$ cat src/rtl/hr_beat_detect.sv
// Heart-rate extractor: DC removal, 4-tap smoothing, adaptive-threshold peak FSM and
// a sequential 60*Fs/interval divider. Define HR_AVG4_EN to divide by the mean of the last 4 intervals.
module hr_beat_detect #(
    parameter int SAMPLE_RATE  = 100,
    parameter int MIN_INTERVAL = 30,
    parameter int MAX_INTERVAL = 200,
    parameter int FINGER_TH    = 50000,
    parameter int MIN_THR      = 20
) (
    input  logic               clk,
    input  logic               rst_n,
    input  logic [17:0]        ir_data,
    input  logic               data_valid,
    output logic               finger_on,
    output logic               beat,
    output logic [7:0]         bpm,
    output logic               bpm_valid,
    output logic signed [18:0] ac_out
);
    localparam logic [12:0]        NUMER    = 13'(60 * SAMPLE_RATE);
    localparam logic [7:0]         ICNT_SAT = 8'(MAX_INTERVAL + 1);
    localparam logic signed [18:0] THR_MIN  = 19'(MIN_THR);

    typedef enum logic [1:0] {S_NOF, S_ARM, S_RISE, S_FALL} state_t;

    // Stage 1: DC tracker and AC extraction
    logic [21:0]        dc_acc_q, dc_acc_d;
    logic signed [18:0] ac_q, ac_d;
    logic               fing_q, fing_d, v1_q, v1_d;
    logic               ir_hi;

    assign ir_hi = (ir_data >= 18'(FINGER_TH));

    always_comb begin
        dc_acc_d = dc_acc_q;
        ac_d     = ac_q;
        fing_d   = fing_q;
        v1_d     = data_valid;
        if (data_valid) begin
            fing_d = ir_hi;
            if (!ir_hi || !fing_q) begin
                // Seed the tracker on finger arrival so the AC path starts at zero.
                dc_acc_d = ir_hi ? {ir_data, 4'b0} : dc_acc_q;
                ac_d     = '0;
            end else begin
                dc_acc_d = dc_acc_q + {4'b0, ir_data} - {4'b0, dc_acc_q[21:4]};
                ac_d     = $signed({1'b0, dc_acc_q[21:4]}) - $signed({1'b0, ir_data});
            end
        end
    end

    // Stage 2: 4-tap moving average
    logic signed [18:0] t1_q, t2_q, t3_q, filt_q;
    logic signed [18:0] t1_d, t2_d, t3_d, filt_d;
    logic signed [20:0] sum4;
    logic               v2_q, v2_d, fing2_q, fing2_d;

    always_comb begin
        sum4 = {{2{ac_q[18]}}, ac_q} + {{2{t1_q[18]}}, t1_q}
             + {{2{t2_q[18]}}, t2_q} + {{2{t3_q[18]}}, t3_q};
        t1_d = t1_q; t2_d = t2_q; t3_d = t3_q; filt_d = filt_q;
        v2_d    = v1_q;
        fing2_d = fing2_q;
        if (v1_q) begin
            fing2_d = fing_q;
            if (fing_q) begin
                t1_d = ac_q; t2_d = t1_q; t3_d = t2_q;
                filt_d = sum4[20:2];
            end else begin
                t1_d = '0; t2_d = '0; t3_d = '0; filt_d = '0;
            end
        end
    end

    always_ff @(posedge clk or negedge rst_n) begin
        if (!rst_n) begin
            dc_acc_q <= '0; ac_q <= '0; fing_q <= 1'b0; v1_q <= 1'b0;
            t1_q <= '0; t2_q <= '0; t3_q <= '0; filt_q <= '0;
            v2_q <= 1'b0; fing2_q <= 1'b0;
        end else begin
            dc_acc_q <= dc_acc_d; ac_q <= ac_d; fing_q <= fing_d; v1_q <= v1_d;
            t1_q <= t1_d; t2_q <= t2_d; t3_q <= t3_d; filt_q <= filt_d;
            v2_q <= v2_d; fing2_q <= fing2_d;
        end
    end

    // Stage 3: peak FSM, interval bookkeeping and divider
    state_t             state_q;
    logic signed [18:0] thr_q, pk_q, pk_half, thr_new;
    logic [7:0]         icnt_q, icnt_inc;
    logic               have_prev_q, beat_q, acc_q, in_win;
    logic               busy_q, bpm_valid_q;
    logic [3:0]         dcnt_q;
    logic [12:0]        num_q, quo_q, quo_nx;
    logic [7:0]         rem_q, den_q, rem_nx, den_start, bpm_q;
    logic [8:0]         rsh, trial;
`ifdef HR_AVG4_EN
    logic [3:0][7:0]    hist_q;
    logic [2:0]         nacc_q;
    logic [9:0]         hsum;
    assign hsum      = {2'b0, hist_q[0]} + {2'b0, hist_q[1]} + {2'b0, hist_q[2]} + {2'b0, hist_q[3]};
    assign den_start = hsum[9:2];
`else
    logic [7:0]         iv_q;
    assign den_start = iv_q;
`endif

    assign icnt_inc = (icnt_q == ICNT_SAT) ? ICNT_SAT : icnt_q + 8'd1;
    assign in_win   = have_prev_q && (icnt_inc >= 8'(MIN_INTERVAL)) && (icnt_inc <= 8'(MAX_INTERVAL));
    assign pk_half  = pk_q >>> 1;
    assign thr_new  = (pk_half > THR_MIN) ? pk_half : THR_MIN;
    assign rsh      = {rem_q, num_q[12]};
    assign trial    = rsh - {1'b0, den_q};
    assign rem_nx   = trial[8] ? rsh[7:0] : trial[7:0];
    assign quo_nx   = {quo_q[11:0], ~trial[8]};

    always_ff @(posedge clk or negedge rst_n) begin
        if (!rst_n) begin
            state_q <= S_NOF; thr_q <= THR_MIN; pk_q <= '0;
            icnt_q <= '0; have_prev_q <= 1'b0; beat_q <= 1'b0; acc_q <= 1'b0;
            busy_q <= 1'b0; dcnt_q <= '0; num_q <= '0; quo_q <= '0; rem_q <= '0; den_q <= '0;
            bpm_q <= '0; bpm_valid_q <= 1'b0;
`ifdef HR_AVG4_EN
            hist_q <= '0; nacc_q <= '0;
`else
            iv_q <= '0;
`endif
        end else begin
            beat_q      <= 1'b0;
            acc_q       <= 1'b0;
            bpm_valid_q <= 1'b0;
            // A new accepted interval restarts the divider, dropping any result in flight.
            if (acc_q) begin
                busy_q <= 1'b1; dcnt_q <= '0; num_q <= NUMER;
                rem_q <= '0; quo_q <= '0; den_q <= den_start;
            end else if (busy_q) begin
                num_q  <= {num_q[11:0], 1'b0};
                rem_q  <= rem_nx;
                quo_q  <= quo_nx;
                dcnt_q <= dcnt_q + 4'd1;
                if (dcnt_q == 4'd12) begin
                    busy_q      <= 1'b0;
                    bpm_q       <= (|quo_nx[12:8]) ? 8'hFF : quo_nx[7:0];
                    bpm_valid_q <= 1'b1;
                end
            end
            if (v2_q) begin
                if (!fing2_q) begin
                    state_q <= S_NOF; thr_q <= THR_MIN; pk_q <= '0;
                    icnt_q <= '0; have_prev_q <= 1'b0;
                    busy_q <= 1'b0; bpm_q <= '0; bpm_valid_q <= 1'b0;
`ifdef HR_AVG4_EN
                    hist_q <= '0; nacc_q <= '0;
`endif
                end else begin
                    icnt_q <= icnt_inc;
                    if (icnt_inc == ICNT_SAT) have_prev_q <= 1'b0;
                    case (state_q)
                        S_NOF:  state_q <= S_ARM;
                        S_ARM:  if (filt_q > thr_q) begin state_q <= S_RISE; pk_q <= filt_q; end
                        S_RISE: begin
                            if (filt_q >= pk_q) begin
                                pk_q <= filt_q;
                            end else begin
                                beat_q      <= 1'b1;
                                thr_q       <= thr_new;
                                icnt_q      <= '0;
                                have_prev_q <= 1'b1;
                                state_q     <= S_FALL;
                                if (in_win) begin
`ifdef HR_AVG4_EN
                                    hist_q <= {hist_q[2:0], icnt_inc};
                                    nacc_q <= (nacc_q == 3'd4) ? 3'd4 : nacc_q + 3'd1;
                                    acc_q  <= (nacc_q >= 3'd3);
`else
                                    iv_q  <= icnt_inc;
                                    acc_q <= 1'b1;
`endif
                                end
                            end
                        end
                        S_FALL: if (filt_q[18]) state_q <= S_ARM;
                        default: state_q <= S_NOF;
                    endcase
                end
            end
        end
    end

    assign finger_on = fing_q;
    assign beat      = beat_q;
    assign bpm       = bpm_q;
    assign bpm_valid = bpm_valid_q;
    assign ac_out    = filt_q;
endmodule

$ cat config.mk
export PLATFORM = sky130hd
export DESIGN_NAME = hr_beat_detect
export DESIGN_NICKNAME = d
export VERILOG_FILES = /design/src/rtl/hr_beat_detect.sv
export SDC_FILE = /design/constraint.sdc
export NUM_CORES = 1
export LEC_CHECK = 0
export ABC_AREA = 1
export ABC_CLOCK_PERIOD_IN_PS = 3100
export CORE_ASPECT_RATIO = 0.75
export CORE_MARGIN = 5
export CORE_UTILIZATION = 58
export CTS_BUF_LIST = sky130_fd_sc_hd__clkbuf_2
export CTS_CLUSTER_SIZE = 8
export DETAILED_ROUTE_END_ITERATION = 6
export HOLD_SLACK_MARGIN = 0.12
export PLACE_DENSITY = 0.75
export SLEW_MARGIN = 30
export SYNTH_ARGS = -nofsm -noshare
export SYNTH_HDL_FRONTEND = slang
export SYNTH_SLANG_ARGS = --single-unit
export TNS_END_PERCENT = 30
$ cat constraint.sdc
create_clock -name clk -period 3.1 [get_ports clk]
set_clock_uncertainty 0.2 [all_clocks]
set_input_delay 0.775 -clock clk [delete_from_list [all_inputs] [get_ports clk]]
set_output_delay 0.775 -clock clk [all_outputs]
set_load 0.005 [all_outputs]
# Word-level counts from Yosys, hierarchy flattened
# Cells that the tools add are included.
# word_totals
ram_bits	0
latchBits	0
n_memories	0
regBits	235
rom_bits	0
word_cells	132
# op_classes
n_reduce_logical	13
n_div	0
order_cmp	6
add_sub_neg	9
n_mul	0
n_eq_ne	14
shifts	0
n_bitwise	2
muxes	62
# op_table
cell	n
$mux W19	12
$mux W8	13
$mux W22	2
$pmux W19 S2	1
$mux W13	2
$mux W12	2
$mux W1	23
$add A22 B18 Y22	1
$sub A22 B18 Y22	1
$add A20 B19 Y21	1
$add A21 B21 Y21	1
$add A19 B19 Y20	1
$ge A19 B19 Y1	1
$gt A19 B19 Y1	1
$sub A18 B18 Y19	1
$ge A18 B16 Y1 const B	1
$gt A18 B6 Y1 const B	1
$eq A8 B8 Y1 const B	2
$ne A3 B3 Y1 const B	4
$sub A9 B8 Y9	1
$add A8 B1 Y8 const B	1
$ge A8 B5 Y1 const B	1
$le A8 B8 Y1 const B	1
$mux W2	4
20 further kinds	27

# Depth between registers and ports, before layout
# depth
ltp_word	10
depth_mapped	19
ltp_nobuf	19

# Least setup slack after synthesis
# Ideal clock, no wire load.
# synth_timing
path_type	flip-flop to flip-flop
startpoint	register ac_q[1]
endpoint	register filt_q[9], in the netlist ac_out[9]
path_slack_ps	-167
t_arrival_ps	2940
stages_incl_launch_ff	19
cell_sequence	dfrtp_1 -> inv_1 -> fa_1 -> inv_1 -> fa_1 -> nand2_1 -> nor2_1 -> fa_1 -> nand2_1 -> nand2_1 -> o21ai_0 -> o21ai_1 -> inv_1 -> o21ai_2 -> inv_1 -> o21ai_0 -> nand2_1 -> nand2_1 -> o21ai_0
# synth_between
elab_chain_len	4
# synth_rtl
item	line_no	source
from (decl)	28	logic signed [18:0] ac_q, ac_d;
from (signal assigned)	77	dc_acc_q <= '0; ac_q <= '0; fing_q <= 1'b0; v1_q <= 1'b0;
from (signal assigned)	81	dc_acc_q <= dc_acc_d; ac_q <= ac_d; fing_q <= fing_d; v1_q <= v1_d;
$add A19 B19 Y20	59	sum4 = {{2{ac_q[18]}}, ac_q} + {{2{t1_q[18]}}, t1_q}
$add A20 B19 Y21	60	+ {{2{t2_q[18]}}, t2_q} + {{2{t3_q[18]}}, t3_q};
$add A21 B21 Y21	60	
$mux W19	66	if (fing_q) begin
to (signal assigned)	82	t1_q <= t1_d; t2_q <= t2_d; t3_q <= t3_d; filt_q <= filt_d;
to (decl)	53	logic signed [18:0] t1_q, t2_q, t3_q, filt_q;
# Every way passes these cells.
# A chain may end at the register's enable or synchronous reset.

# Final worst setup path
# Ends and elaborated chain as after synthesis.

==> flow_metrics.py <==
metrics = {
    "status": {
        "status": "finished, violations left",
        "violations": "negative setup slack",
    },
    "placed_design": {
        "preCtsSetupSlack_ns": -0.814,
        "port_buffers": 50,
        "dp_hpwl_mm": 30.2,
        "gp_congestion": 0.942,
    },
    "global_route": {
        "met1_usage_pct": 39.6,
        "grt_pass1_wl_mm": 67.4,
        "grt_use_total_pct": 27.5,
        "grt_start_max_net_pins": 59,
        "antenna_found_initial": 1,
        "grt_pass1_vias": 14000,
        "overflow": 0,
        "top_usage_layer": "met2",
        "met2_usage_pct": 43.5,
        "grt_util_met3_pct": 4.87,
    },
    "detailed_routing": {
        "dr.pass1.iters": 6,
        "drc": 0,
        "dr.first_iter.drc_count": 1047,
        "dr_total_vias": 14100,
        "vias_per_cell": 5.38,
        "wl_mm": 40.8,
        "postRouteAntennaNets": 0,
        "wire_per_inst_um": 15.5,
    },
    "clock_tree": {
        "clock_latency_ns": 0.94,
        "cts_tree": "built",
        "cts_buffers": 57,
        "clk_pin_slew_ns": 0.10,
        "clockBufferDepth": 3,
        "clock_sinks": 230,
        "h-tree-depth": 2,
        "root_buffer": "clkbuf_2",
    },
    "layout": {
        "area_delta_synth_final_pct": 23.3,
        "final_layout_size_suffix_gt1_share_pct": 20.2,
        "final_cell_mix": "384 x nand2_1, 373 x inv_1, 235 x buf_4, 224 x dfrtp_1, 114 x o21ai_0",
        "seqCellArea_um2": 5760,
        "final_common_cell": "nand2_1",
        "layout.nets": 2432,
        "fillers": 2029,
        "multi_input_area_um2": 8370,
        "final_util_pct": 72.8,
    },
    "critical_path": {
        "worst_ep_required_time_ns": 3.69,
        "endpoint_kind": "register",
        "crit_fanout": 3,
        "worstSetupStartpointType": "register",
        "critPathKind": "reg2reg",
        "crit_arrival_ns": 3.93,
    },
    "die": {
        "start_util_pct": 59.1,
        "die_h_um": 151,
        "die_area_um2": 30000,
        "core_um2": 26100,
        "die_w_um": 198,
        "num_rows": 51,
        "pin_count": 51,
    },
    "timing": {
        "tightest_slew_ns": 0.810,
        "maxSlewViolCount": 0,
        "rsz0062_at_grt": "yes",
        "setup_violations": 9,
        "postLayoutSetupSlackWorst_ns": -0.238,
        "relSlewSlack_pct": 45.8,
        "post-route-period-util_pct": 108,
        "fmax_ghz": 0.300,
        "finalHoldViolCount": 0,
        "min_period_ns": 3.34,
    },
    "yosys": {
        "syn_area_per_cell_um2": 7.96,
        "syn_inst": 1936,
        "syn_area_um2": 15400,
        "yosysSeqAreaShare_pct": 37.4,
        "ys_ff_latch": 230,
        "synth_warnings": 0,
        "yosysUniqueCellTypes": 50,
        "synth_fp_nets": 2127,
    },
    "min_path": {
        "hp-class": "reg2reg",
    },
    "power": {
        "power_density_nw_per_um2": 1040,
        "p_leak_nw": 9.82,
        "ir_drop_v": 0.000821,
    },
    "run": {
        "maxCapViolations": 0,
    },
}
[cells in the mapped netlist, drive strengths merged]
| master | instances | share of area (%) |
|---|---|---|
| nor3 | 14 | 0.49 |
| o211ai | 9 | 0.44 |
| o21a | 2 | 0.097 |
| nand4 | 18 | 0.77 |
| nor3b | 2 | 0.097 |
| fa | 59 | 7.7 |
| xor2 | 15 | 0.90 |
| and3 | 1 | 0.041 |
| o22ai | 85 | 3.5 |
| dfstp | 2 | 0.34 |
| nand3 | 103 | 3.5 |
| a221oi | 2 | 0.11 |
| xnor2 | 13 | 0.74 |
| nand2 | 401 | 9.8 |
| buf | 12 | 0.67 |
| a211oi | 2 | 0.097 |
| inv | 391 | 9.6 |
| ha | 111 | 9.0 |
| clkbuf | 37 | 0.90 |
| a21o | 12 | 0.58 |
| nand3b | 5 | 0.24 |
| a21boi | 3 | 0.15 |
| o221ai | 2 | 0.11 |
| a31oi | 4 | 0.16 |
| o21ai | 165 | 5.7 |
| and2 | 3 | 0.13 |
| or2 | 3 | 0.12 |
| a21oi | 115 | 3.7 |
| o31ai | 3 | 0.15 |
| o21bai | 13 | 0.63 |
| dfrtp | 228 | 37 |
| nor2 | 97 | 2.5 |
| nor4 | 3 | 0.12 |
| clkinv | 1 | 0.024 |
[final timing paths]
check,start,end,slack [ns],cells after the start
min in group asynchronous,rst_n,bpm[2]$_DFF_PN0_,0.69,3
min,thr_q[17]$_DFFE_PN0P_,thr_q[17]$_DFFE_PN0P_,0.29,2
max reg2reg,ac_q[1]$_DFFE_PN0P_,ac_out[9]$_DFFE_PN0P_,-0.24,18
max in group asynchronous,rst_n,quo_q[1]$_DFFE_PN0P_,1.19,4
min reg2reg,thr_q[17]$_DFFE_PN0P_,thr_q[17]$_DFFE_PN0P_,0.29,2
max,ac_q[1]$_DFFE_PN0P_,ac_out[9]$_DFFE_PN0P_,-0.24,18
[registers in the layout, summed over array words and instances (netlist names), 9 cells and up]
| signal | flops |
|---|---|
| quo_q | 12 |
| thr_q | 18 |
| t1_q | 19 |
| t2_q | 19 |
| dc_acc_q | 22 |
| pk_q | 19 |
| ac_out | 19 |
| t3_q | 19 |
| num_q | 9 |
| ac_q | 19 |
[critical path, stage by stage, from the launching register on]
cell	delay (ns)
dfrtp_1	0.35
inv_2	0.05
fa_1	0.55
inv_2	0.04
fa_1	0.51
nand2_2	0.09
nor2_4	0.11
fa_2	0.24
nand2_2	0.07
nand2_2	0.07
o21ai_2	0.06
o21ai_2	0.21
inv_1	0.08
o21ai_2	0.17
inv_2	0.08
o21ai_2	0.13
nand2_1	0.07
nand2_1	0.05
o21ai_1	0.07
[cell type report]
class                   count  share of cell area, %
diodes                      1                 0.0132
clock buffers              76                   2.00
clock inverters            24                  0.863
inverters                 392                   7.77
multi-input cells        1265                   44.1
flip-flops and latches    230                   30.3
well taps                 344                   2.27
repair buffers            295                   12.7
[kinds of logic (layout without fill, tap and decap cells)]
group                    Yosys count  in the layout  share of synthesized area (%)
flip-flops                       230            230                           37.4
adder cells (fa/ha/maj)          170            170                           16.7
other                              0              1                              0
buffers and inverters            441            787                           11.2
AO/OA/AOI/OAI                    417            417                           15.4
XOR/XNOR                          28             28                           1.64
AND/OR/NAND/NOR                  650            650                           17.8
[repair_timing]
action,4_1_cts,5_1_grt
setup endpoints to repair,14,45
setup buffers,4,8
resized for setup,35,81
endpoints found under the hold margin,214,0
pin swaps,27,33
hold buffers,3,0
[per-layer routing]
layer	part of all wire, %	vias to the layer above	wire length, um
li1	-	6902	-
met1	46	6756	18800
met2	45	393	18500
met3	6.5	77	2650
met4	2.0	0	801
met5	0	-	0
[per-stage QoR]
step	hold slack (ns)	power (mW)	instances	TNS [ns]	instance area (um2)
floorplan	0.152	11.3	1936	-0.191	15400
global placement	0.255	16.1	2512	-13.73	17900
finish	0.288	19.7	2627	-1.29	19000
global route	0.267	21.5	2627	-3.00	19000
detailed placement	0.265	16.4	2512	-16.49	17900
CTS	0.238	18.9	2619	-1.04	18600
[where the power goes]
| group | internal (mW) | switching, mW | total, mW |
|---|---|---|---|
| clock network | 0.855 | 1.35 | 2.20 |
| logic | 6.05 | 7.21 | 13.3 |
| registers | 3.62 | 0.630 | 4.25 |
| total | 10.5 | 9.19 | 19.7 |
No activity file was read; power rests on OpenSTA's default activity.
